[config.mk]
export PLATFORM = sky130hd
export DESIGN_NAME = dmem_lsu_flat
export DESIGN_NICKNAME = d
export VERILOG_FILES = /design/src/rtl/dmem_lsu_if.sv /design/src/rtl/dmem_lsu.sv /design/src/flat_wrapper.sv
export SDC_FILE = /design/constraint.sdc
export NUM_CORES = 2
export LEC_CHECK = 0
export BUFFER_PORTS_ARGS = -buffer_cell sky130_fd_sc_hd__buf_4
export CAP_MARGIN = 25
export CORE_MARGIN = 1
export CORE_UTILIZATION = 30
export DETAILED_ROUTE_END_ITERATION = 10
export PLACE_DENSITY_LB_ADDON = 0.05
export SETUP_SLACK_MARGIN = 0.5
export SYNTH_ARGS = -nofsm -noshare
export SYNTH_HDL_FRONTEND = slang
export SYNTH_SLANG_ARGS = --single-unit
export TNS_END_PERCENT = 50
[constraint.sdc]
create_clock -name clk -period 4.57 [get_ports clk]
set_input_delay 0.457 -clock clk [delete_from_list [all_inputs] [get_ports clk]]
set_output_delay 0.457 -clock clk [all_outputs]
set_load 0.02 [all_outputs]
[src/rtl/dmem_lsu_if.sv]
// Core-to-LSU data port: one request held until the single-cycle response pulse.
interface dmem_lsu_if;
    logic        req;
    logic        we;
    logic [2:0]  funct3;
    logic [31:0] addr;
    logic [31:0] wdata;
    logic        ready;
    logic        stall;
    logic        rvalid;
    logic [31:0] rdata;
    logic        fault;

    modport master (output req, we, funct3, addr, wdata,
                    input  ready, stall, rvalid, rdata, fault);
    modport slave  (input  req, we, funct3, addr, wdata,
                    output ready, stall, rvalid, rdata, fault);
endinterface

[src/rtl/dmem_lsu.sv]
// Load/store unit over a wait-state word RAM: byte/half/word access with extension,
// alignment/illegal-op faulting and a stall that freezes the core until the response.
module dmem_lsu #(
    parameter int DEPTH   = 64,
    parameter int LATENCY = 2
) (
    input  logic       clk,
    input  logic       reset,
    dmem_lsu_if.slave  bus
);
    localparam int AW = (DEPTH > 1) ? $clog2(DEPTH) : 1;
    localparam int CW = (LATENCY > 1) ? $clog2(LATENCY) : 1;

    typedef enum logic [1:0] {IDLE, WAIT, RESP} state_t;

    state_t      state, state_nx;
    logic [CW-1:0] cnt;
    logic        we_q;
    logic [2:0]  f3_q;
    logic [31:0] addr_q, wdata_q;
    logic [31:0] rdata_q;
    logic        fault_q;

    logic [31:0] mem [DEPTH];

    logic        accept, do_op, bad;
    logic [AW-1:0] widx;
    logic [31:0] word, load_val, wlane;
    logic [7:0]  bsel;
    logic [15:0] hsel;
    logic [3:0]  be;

    assign accept = (state == IDLE) && bus.req;
    assign do_op  = (state == WAIT) && (cnt == '0);

    // FSM: state register
    always_ff @(posedge clk or posedge reset) begin
        if (reset) state <= IDLE;
        else       state <= state_nx;
    end

    // FSM: next state
    always_comb begin
        state_nx = state;
        case (state)
            IDLE:    if (bus.req) state_nx = WAIT;
            WAIT:    if (cnt == '0) state_nx = RESP;
            RESP:    state_nx = IDLE;
            default: state_nx = IDLE;
        endcase
    end

    // FSM: outputs; stall is combinational from req so the core freezes in the request cycle
    always_comb begin
        bus.ready  = (state == IDLE);
        bus.stall  = accept || (state == WAIT);
        bus.rvalid = (state == RESP);
    end

    assign bus.rdata = rdata_q;
    assign bus.fault = fault_q;

    always_ff @(posedge clk or posedge reset) begin
        if (reset) begin
            cnt     <= '0;
            we_q    <= 1'b0;
            f3_q    <= '0;
            addr_q  <= '0;
            wdata_q <= '0;
            rdata_q <= '0;
            fault_q <= 1'b0;
        end else begin
            if (accept) begin
                we_q    <= bus.we;
                f3_q    <= bus.funct3;
                addr_q  <= bus.addr;
                wdata_q <= bus.wdata;
                cnt     <= CW'(LATENCY - 1);
            end else if (state == WAIT && cnt != '0) begin
                cnt <= cnt - 1'b1;
            end
            if (do_op) begin
                fault_q <= bad;
                rdata_q <= (bad || we_q) ? 32'h0 : load_val;
            end
        end
    end

    // Stores with the unsigned encodings have no meaning and fault like illegal funct3.
    always_comb begin
        bad = 1'b0;
        case (f3_q)
            3'b000:  bad = 1'b0;
            3'b001:  bad = addr_q[0];
            3'b010:  bad = |addr_q[1:0];
            3'b100:  bad = we_q;
            3'b101:  bad = we_q | addr_q[0];
            default: bad = 1'b1;
        endcase
    end

    assign widx = AW'(addr_q[31:2] % 30'(DEPTH));
    assign word = mem[widx];
    assign bsel = word[{addr_q[1:0], 3'b000} +: 8];
    assign hsel = addr_q[1] ? word[31:16] : word[15:0];

    always_comb begin
        load_val = word;
        be       = 4'b1111;
        wlane    = wdata_q;
        case (f3_q[1:0])
            2'b00: begin
                load_val = {{24{bsel[7] & ~f3_q[2]}}, bsel};
                be       = 4'b0001 << addr_q[1:0];
                wlane    = {4{wdata_q[7:0]}};
            end
            2'b01: begin
                load_val = {{16{hsel[15] & ~f3_q[2]}}, hsel};
                be       = addr_q[1] ? 4'b1100 : 4'b0011;
                wlane    = {2{wdata_q[15:0]}};
            end
            default: ;
        endcase
    end

    // RAM is intentionally not reset; lanes outside the byte enables keep their contents.
    always_ff @(posedge clk) begin
        if (do_op && we_q && !bad) begin
            for (int i = 0; i < 4; i++)
                if (be[i]) mem[widx][8*i +: 8] <= wlane[8*i +: 8];
        end
    end
endmodule

[src/flat_wrapper.sv]
// flat-port wrapper written by rule: the top's interface ports become plain ports
module dmem_lsu_flat 
#(
    parameter int DEPTH   = 64,
    parameter int LATENCY = 2
)
  (clk, reset, bus_req, bus_we, bus_funct3, bus_addr, bus_wdata, bus_ready, bus_stall, bus_rvalid, bus_rdata, bus_fault);
  dmem_lsu_if bus_i ();
  input  logic clk;
  input  logic reset;
  input wire logic [$bits(bus_i.req)-1:0] bus_req;
  input wire logic [$bits(bus_i.we)-1:0] bus_we;
  input wire logic [$bits(bus_i.funct3)-1:0] bus_funct3;
  input wire logic [$bits(bus_i.addr)-1:0] bus_addr;
  input wire logic [$bits(bus_i.wdata)-1:0] bus_wdata;
  output wire logic [$bits(bus_i.ready)-1:0] bus_ready;
  output wire logic [$bits(bus_i.stall)-1:0] bus_stall;
  output wire logic [$bits(bus_i.rvalid)-1:0] bus_rvalid;
  output wire logic [$bits(bus_i.rdata)-1:0] bus_rdata;
  output wire logic [$bits(bus_i.fault)-1:0] bus_fault;
  assign bus_i.req = bus_req;
  assign bus_i.we = bus_we;
  assign bus_i.funct3 = bus_funct3;
  assign bus_i.addr = bus_addr;
  assign bus_i.wdata = bus_wdata;
  assign bus_ready = bus_i.ready;
  assign bus_stall = bus_i.stall;
  assign bus_rvalid = bus_i.rvalid;
  assign bus_rdata = bus_i.rdata;
  assign bus_fault = bus_i.fault;
  dmem_lsu #(.DEPTH(DEPTH), .LATENCY(LATENCY)) u_core (.clk(clk), .reset(reset), .bus(bus_i));
endmodule
## Word level (Yosys, flattened, before mapping)

Memory sizes are Yosys's and may differ from the RTL's.
Cells that the tools add are included.

| word-level totals | value |
|---|---|
| register bits | 80 |
| memories | 1 |
| input bits | 71 |
| logic and storage cells | 64 |
| output and inout bits | 36 |
| bits in writable memories | 2048 |

Memories:

| name | words | bits a word | read ports | clocked after Yosys merged registers in | wr ports | RTL line | text |
|---|---|---|---|---|---|---|---|
| u_core.mem | 64 | 32 | 1 | 0 | 1 | dmem_lsu.sv:24 | `logic [31:0] mem [DEPTH];` |

| operators by class | value |
|---|---|
| reduce and logical (&&, ||, !) cells | 14 |
| bitwise logic cells | 5 |
| add/sub/neg operators | 1 |
| eq/ne operators | 9 |
| shifts and indexed selects | 2 |
| multiplexer cells | 24 |

Operators with widths:

| cell | count |
|---|---|
| case mux 32 bit (2 select lines) | 2 |
| 2-to-1 mux 32 bit | 1 |
| indexed part select 32 x 6 -> 8 bit | 1 |
| 2-to-1 mux 16 bit | 1 |
| 2-to-1 mux 1 bit | 14 |
| case mux 4 bit (2 select lines) | 1 |
| equality test 3 bit, second input constant | 2 |
| logical AND 1 bit | 5 |
| case mux 1 bit (5 select lines) | 1 |
| equality test 2 x 1 -> 1 bit, second input constant | 2 |
| logical NOT 2 bit | 2 |
| 2-to-1 mux 2 bit | 2 |
| 2-to-1 mux 4 bit | 1 |
| inequality test 2 bit, second input constant | 2 |
| case mux 2 bit (2 select lines) | 1 |
| << shifter 1 x 2 -> 4 bit, first input constant | 1 |
| equality test 3 x 1 -> 1 bit, second input constant | 1 |
| equality test 3 x 2 -> 1 bit, second input constant | 1 |
| logical NOT 3 bit | 1 |
| AND 1 bit | 2 |
| equality test 2 bit, second input constant | 1 |
| logical OR 1 bit | 2 |
| NOT 1 bit | 2 |
| AND reduction 2 bit | 1 |
| other kinds (5) | 5 |

## Longest topological paths before layout

| depth | value |
|---|---|
| depth in word-level cells | 6 |
| depth in mapped cells | 15 |
| mapped depth without buffers | 8 |

## Least setup slack after synthesis

OpenSTA, ideal clock, no wires.

| timing path | value |
|---|---|
| kind | register to register |
| from | reg u_core.wdata_q[0] |
| to | mem u_core.mem[0][24], data pin |
| stages on the path, launching flop included | 3 |
| arrival time | 3.781 ns |
| setup time | 0.702 ns |
| setup slack | 0.087 ns |
| path through | dfrtp_1 -> mux2i_1 -> o21ai_0 |

| between the ends | value |
|---|---|
| cells in the longest elaborated chain, start to end | 1 |

RTL lines:

| what | RTL line | text |
|---|---|---|
| start: declaration | dmem_lsu.sv:20 | `logic [31:0] addr_q, wdata_q;` |
| start signal: assignment | dmem_lsu.sv:77 | `wdata_q <= bus.wdata;` |
| case mux 32 bit (2 select lines) | dmem_lsu.sv:111 | `case (f3_q[1:0])` |
| via u_core.wlane[24] | dmem_lsu.sv:28 | `logic [31:0] word, load_val, wlane;` |
| end: declaration | dmem_lsu.sv:24 |  |

The timed path passes the listed nets, and every way through them passes these cells.

## Worst setup path in the final report

| timing path | value |
|---|---|
| from | reg u_core.addr_q[3] |
| to | reg u_core.rdata_q[4] (netlist: u_core.bus.rdata[4]) |

| between the ends | value |
|---|---|
| cells in the longest elaborated chain, start to end | 4 |
| elaborated cells between the ends (all ways) | 5 |
| classes of those cells | 1 x shift; 3 x mux; 1 x memory |

RTL lines:

| what | RTL line | text |
|---|---|---|
| start: declaration | dmem_lsu.sv:20 |  |
| start signal: assignment | dmem_lsu.sv:76 | `addr_q <= bus.addr;` |
| memory read (64 x 32 bit) (*) | n/a |  |
| indexed part select 32 x 6 -> 8 bit / 2-to-1 mux 16 bit (equally long branches) | dmem_lsu.sv:104, dmem_lsu.sv:105 |  |
| case mux 32 bit (2 select lines) (*) | dmem_lsu.sv:111 |  |
| 2-to-1 mux 32 bit (*) | dmem_lsu.sv:84 | `rdata_q <= (bad \|\| we_q) ? 32'h0 : load_val;` |
| end signal: assignment | dmem_lsu.sv:84 |  |
| end: declaration | dmem_lsu.sv:21 | `logic [31:0] rdata_q;` |

Every way passes the cells marked *; elsewhere a longest branch is shown, timed or not.
A chain may end at the register's enable or synchronous reset.

==> results.md <==
* Register area share after synthesis at about four fifths
* Syn Nets at between 4k and 5k
* Maximum clock frequency at 249 MHz
* Number of enable flip-flop cells after synthesis at 2048
* Max-Cap Viols at 0
* Setup ws final at ~560 ps
* Ys Warns at 0
* Crit path kind: flip-flop to flip-flop
* Nets@finish at about 5.3k
* GRT met2 Usage at 36.7%
* Min Tclk post-route at roughly 4000 ps
* Drt total wl at between 300000 and 400000 um
* H-tree depth at 4
* Dpl ws at 169 ps
* DRC errors left at 0
* CTS max path bufs at 3
* FP Rows at roughly 190
* Leak at ~31 nW
* Gr busiest metal: met2
* Worst-Margin Slew at 1120 ps
* FF-to-FF setup slack at 560 ps
* Slew Limit Fails at 0
* Multi-input gate area at approximately 15000 um^2
* TritonCTS clock tree: built
* Largest net degree at the start of global routing at 65
* Final Hold Fails at 0
* Avg Cell Area, Syn at about 17 um^2
* Leading cell types by count after synthesis: edfxtp_1 (2048), a22oi_1 (462), nor2_1 (305)
* Die height at 518 um
* Root buffer cell: clkbuf_16
* Top cell type's share of synthesized area at between 70% and 80%
* First-pass GRT wire length at 432000 um
* Status: finished, final reports clean
* Via count at 48.4k
* I/O pin cnt at 107
* Cell Area, Synth at 79700 um^2
* Worst-Skew Late Latency at around 900 ps
* Critical Path AT at roughly 4800 ps
* R2r worst-path depth at 13
* Total GRT Usage at about a quarter
* Sequential cell area at ~64000 um^2
* Die X-Extent at slightly above 500 um
* Setup-failing EPs final at 0
* Cell count after synthesis at between 4k and 5k
* Placed Instance Area at approximately 90000 um^2
* Async set-reset flop share out of synthesis at under 10%
* Synth-to-layout area growth at 21.6%
* Vias in the first global route at 46.7k
* GRT Residual Overflow at 0
* Reg clk slew, reported paths at roughly 70 ps
* Largest cells by area after synthesis: edfxtp_1 (77%), a22oi_1 (4.3%), dfrtp_1 (2.5%)
* Share of cells above drive strength 1 at 21.5%
* Met3 Use GR at under 10%
* Worst Hold Class: input port to asynchronous set/reset pin
* Startpoint types: flip-flop
* Initial DRC count at 5309
* Final Skew at ~77 ps
* Wire length per cell at between 30 and 40 um
* Antenna violations before repair at 27
* Initial Util at just over 30%
* Worst VDD drop at 0.590 mV
* Leading area contributor after synthesis: edfxtp_1
* Final Cycle Share at approximately 90%
* Dpl hpwl at between 200000 and 250000 um
* Die area at approximately 270000 um^2
* Slew Limit Headroom at between 20% and 30%
* Final Wtd Congestion at between 0.8 and 0.9
* RR Startpoint: u_core.addr_q[3]$_DFFE_PP0P_
* Pwr dens at between 700 and 800 nW/um^2
* #FFs+latches synth at between 2k and 2.5k
* CP Max Fanout at 16
* ANT nets after route at 0
* Met1 usage at approximately 34%
* Finished layout cell area at ~97000 um^2
* CP Data Required Time at between 5000 and 6000 ps
* RSZ-0062 raised after global routing: yes
* TritonCTS buffer count at about 240
* Dominant synthesized flop cell: edfxtp_1
* Count leader, synth: edfxtp_1
* Setup crit end: u_core.bus.rdata[4]$_DFFE_PP0P_
* R2R Path End: u_core.bus.rdata[4]$_DFFE_PP0P_
* Drt pass-1 iters at 8
* Setup TNS at 0 ps
* Netlist cell types at just under 70
* PortBufs at 82
* Floorplan core area at 263000 um^2
* CTS Sinks at 2128
* Critical Path Sink Type: flip-flop
* Start point of the critical path: u_core.addr_q[3]$_DFFE_PP0P_
* Vias/cell at between 5 and 6
* Layout fillers at roughly 25k
## worst max-delay path, cell delays in order (launching register included)
cell and delay (ps):
dfrtp_4 650, buf_8 230, and3b_4 250, buf_12 180, buf_4 210, a22o_1 240
a221oi_1 240, a31oi_1 280, nor4_1 520, buf_4 210, and3_1 150, buf_4 210
mux2i_1 150, a211o_1 320
## cells by family after synthesis
logic type,after synthesis,share of synthesized area [%]
compound gates,1236,11.8
buf+inv,338,1.94
flops,2128,79.6
mux,213,2.91
simple gates,649,3.72
## routing by layer
layer	vias to the layer above	wire, um
met2	1644	147000
met3	363	17000
met5	-	47
li1	20200	-
met4	8	8590
met1	26100	149000
## how the worst min path moves through the flow
stage                                    from                        endpoint  cells past startpoint
3_3_place_gp   u_core.wdata_q[21]$_DFFE_PP0P_  u_core.wdata_q[21]$_DFFE_PP0P_                      1
5_1_grt                          bus_wdata[2]   u_core.wdata_q[2]$_DFFE_PP0P_                      3
3_5_place_dp   u_core.wdata_q[22]$_DFFE_PP0P_  u_core.wdata_q[22]$_DFFE_PP0P_                      1
4_1_cts                                 reset   u_core.wdata_q[2]$_DFFE_PP0P_                      3
6_report                                reset   u_core.wdata_q[2]$_DFFE_PP0P_                      3
2_1_floorplan     u_core.state[1]$_DFFE_PP0P_     u_core.state[0]$_DFFE_PP0P_                      1
## power breakdown
part / total [mW] / switching, mW / internal, mW / leakage, nW
combinational: 23.0 / 16.7 / 6.32 / 7.92
clock: 18.9 / 8.06 / 10.8 / 3.71
sequential: 26.7 / 0.706 / 26.0 / 19.4
total: 68.6 / 25.5 / 43.2 / 31.0
## timing repair
item	CTS	global route
hold buffers	46	0
buffers inserted	5	12
gates resized for setup	6	4
pin swaps	1	0
endpoints found under the hold margin	92	0
endpoints found under the setup margin	30	23
## sequential cells by signal, indices dropped and copies added, names as in the netlist
signal / flops
u_core.cnt: 1
u_core.state: 2
u_core.bus.fault: 1
u_core.addr_q: 8
u_core.we_q: 1
u_core.wdata_q: 32
u_core.mem: 2048
u_core.f3_q: 3
u_core.bus.rdata: 32
## cell usage in the layout (no fill, tap or decap), types with 11 or more instances in the layout
master,count
a22o_1,126
nand4_1,40
clkinv_1,53
nor4_1,16
clkbuf_16,239
buf_4,601
mux2i_1,121
nor2_1,302
o21ai_0,27
nand2b_1,11
a21oi_1,90
a221o_1,16
o2bb2ai_1,15
buf_12,62
mux2_2,83
o22ai_1,31
a22oi_1,462
a31oi_1,139
or4_1,12
dlygate4sd3_1,46
bufinv_16,21
a222oi_1,59
dfrtp_1,68
clkbuf_1,57
edfxtp_1,2048
nand3_1,28
clkinv_2,41
a221oi_1,172
o211ai_1,21
nand2_1,148
inv_1,19
## area by class of cell
class | instances | share of cell area [%]
repair buffers | 722 | 6.57
inverters | 21 | 0.0839
flip-flops and latches | 2128 | 65.5
well taps | 3515 | 4.54
diodes | 10 | 0.0258
multi-input cells | 2098 | 15.4
clock inverters | 133 | 1.38
clock buffers | 301 | 6.46
## metrics by stage
step	util [%]	power, mW	cells	hold WS, ps
floorplan	-	36.6	4564	469
global placement	33.6	49.9	8407	488
detailed placement	33.7	50.0	8418	494
CTS	36.8	69.1	8903	260
global route	36.8	70.8	8919	293
finish	36.8	68.6	8928	285
No activity file was read; power rests on OpenSTA's default activity.
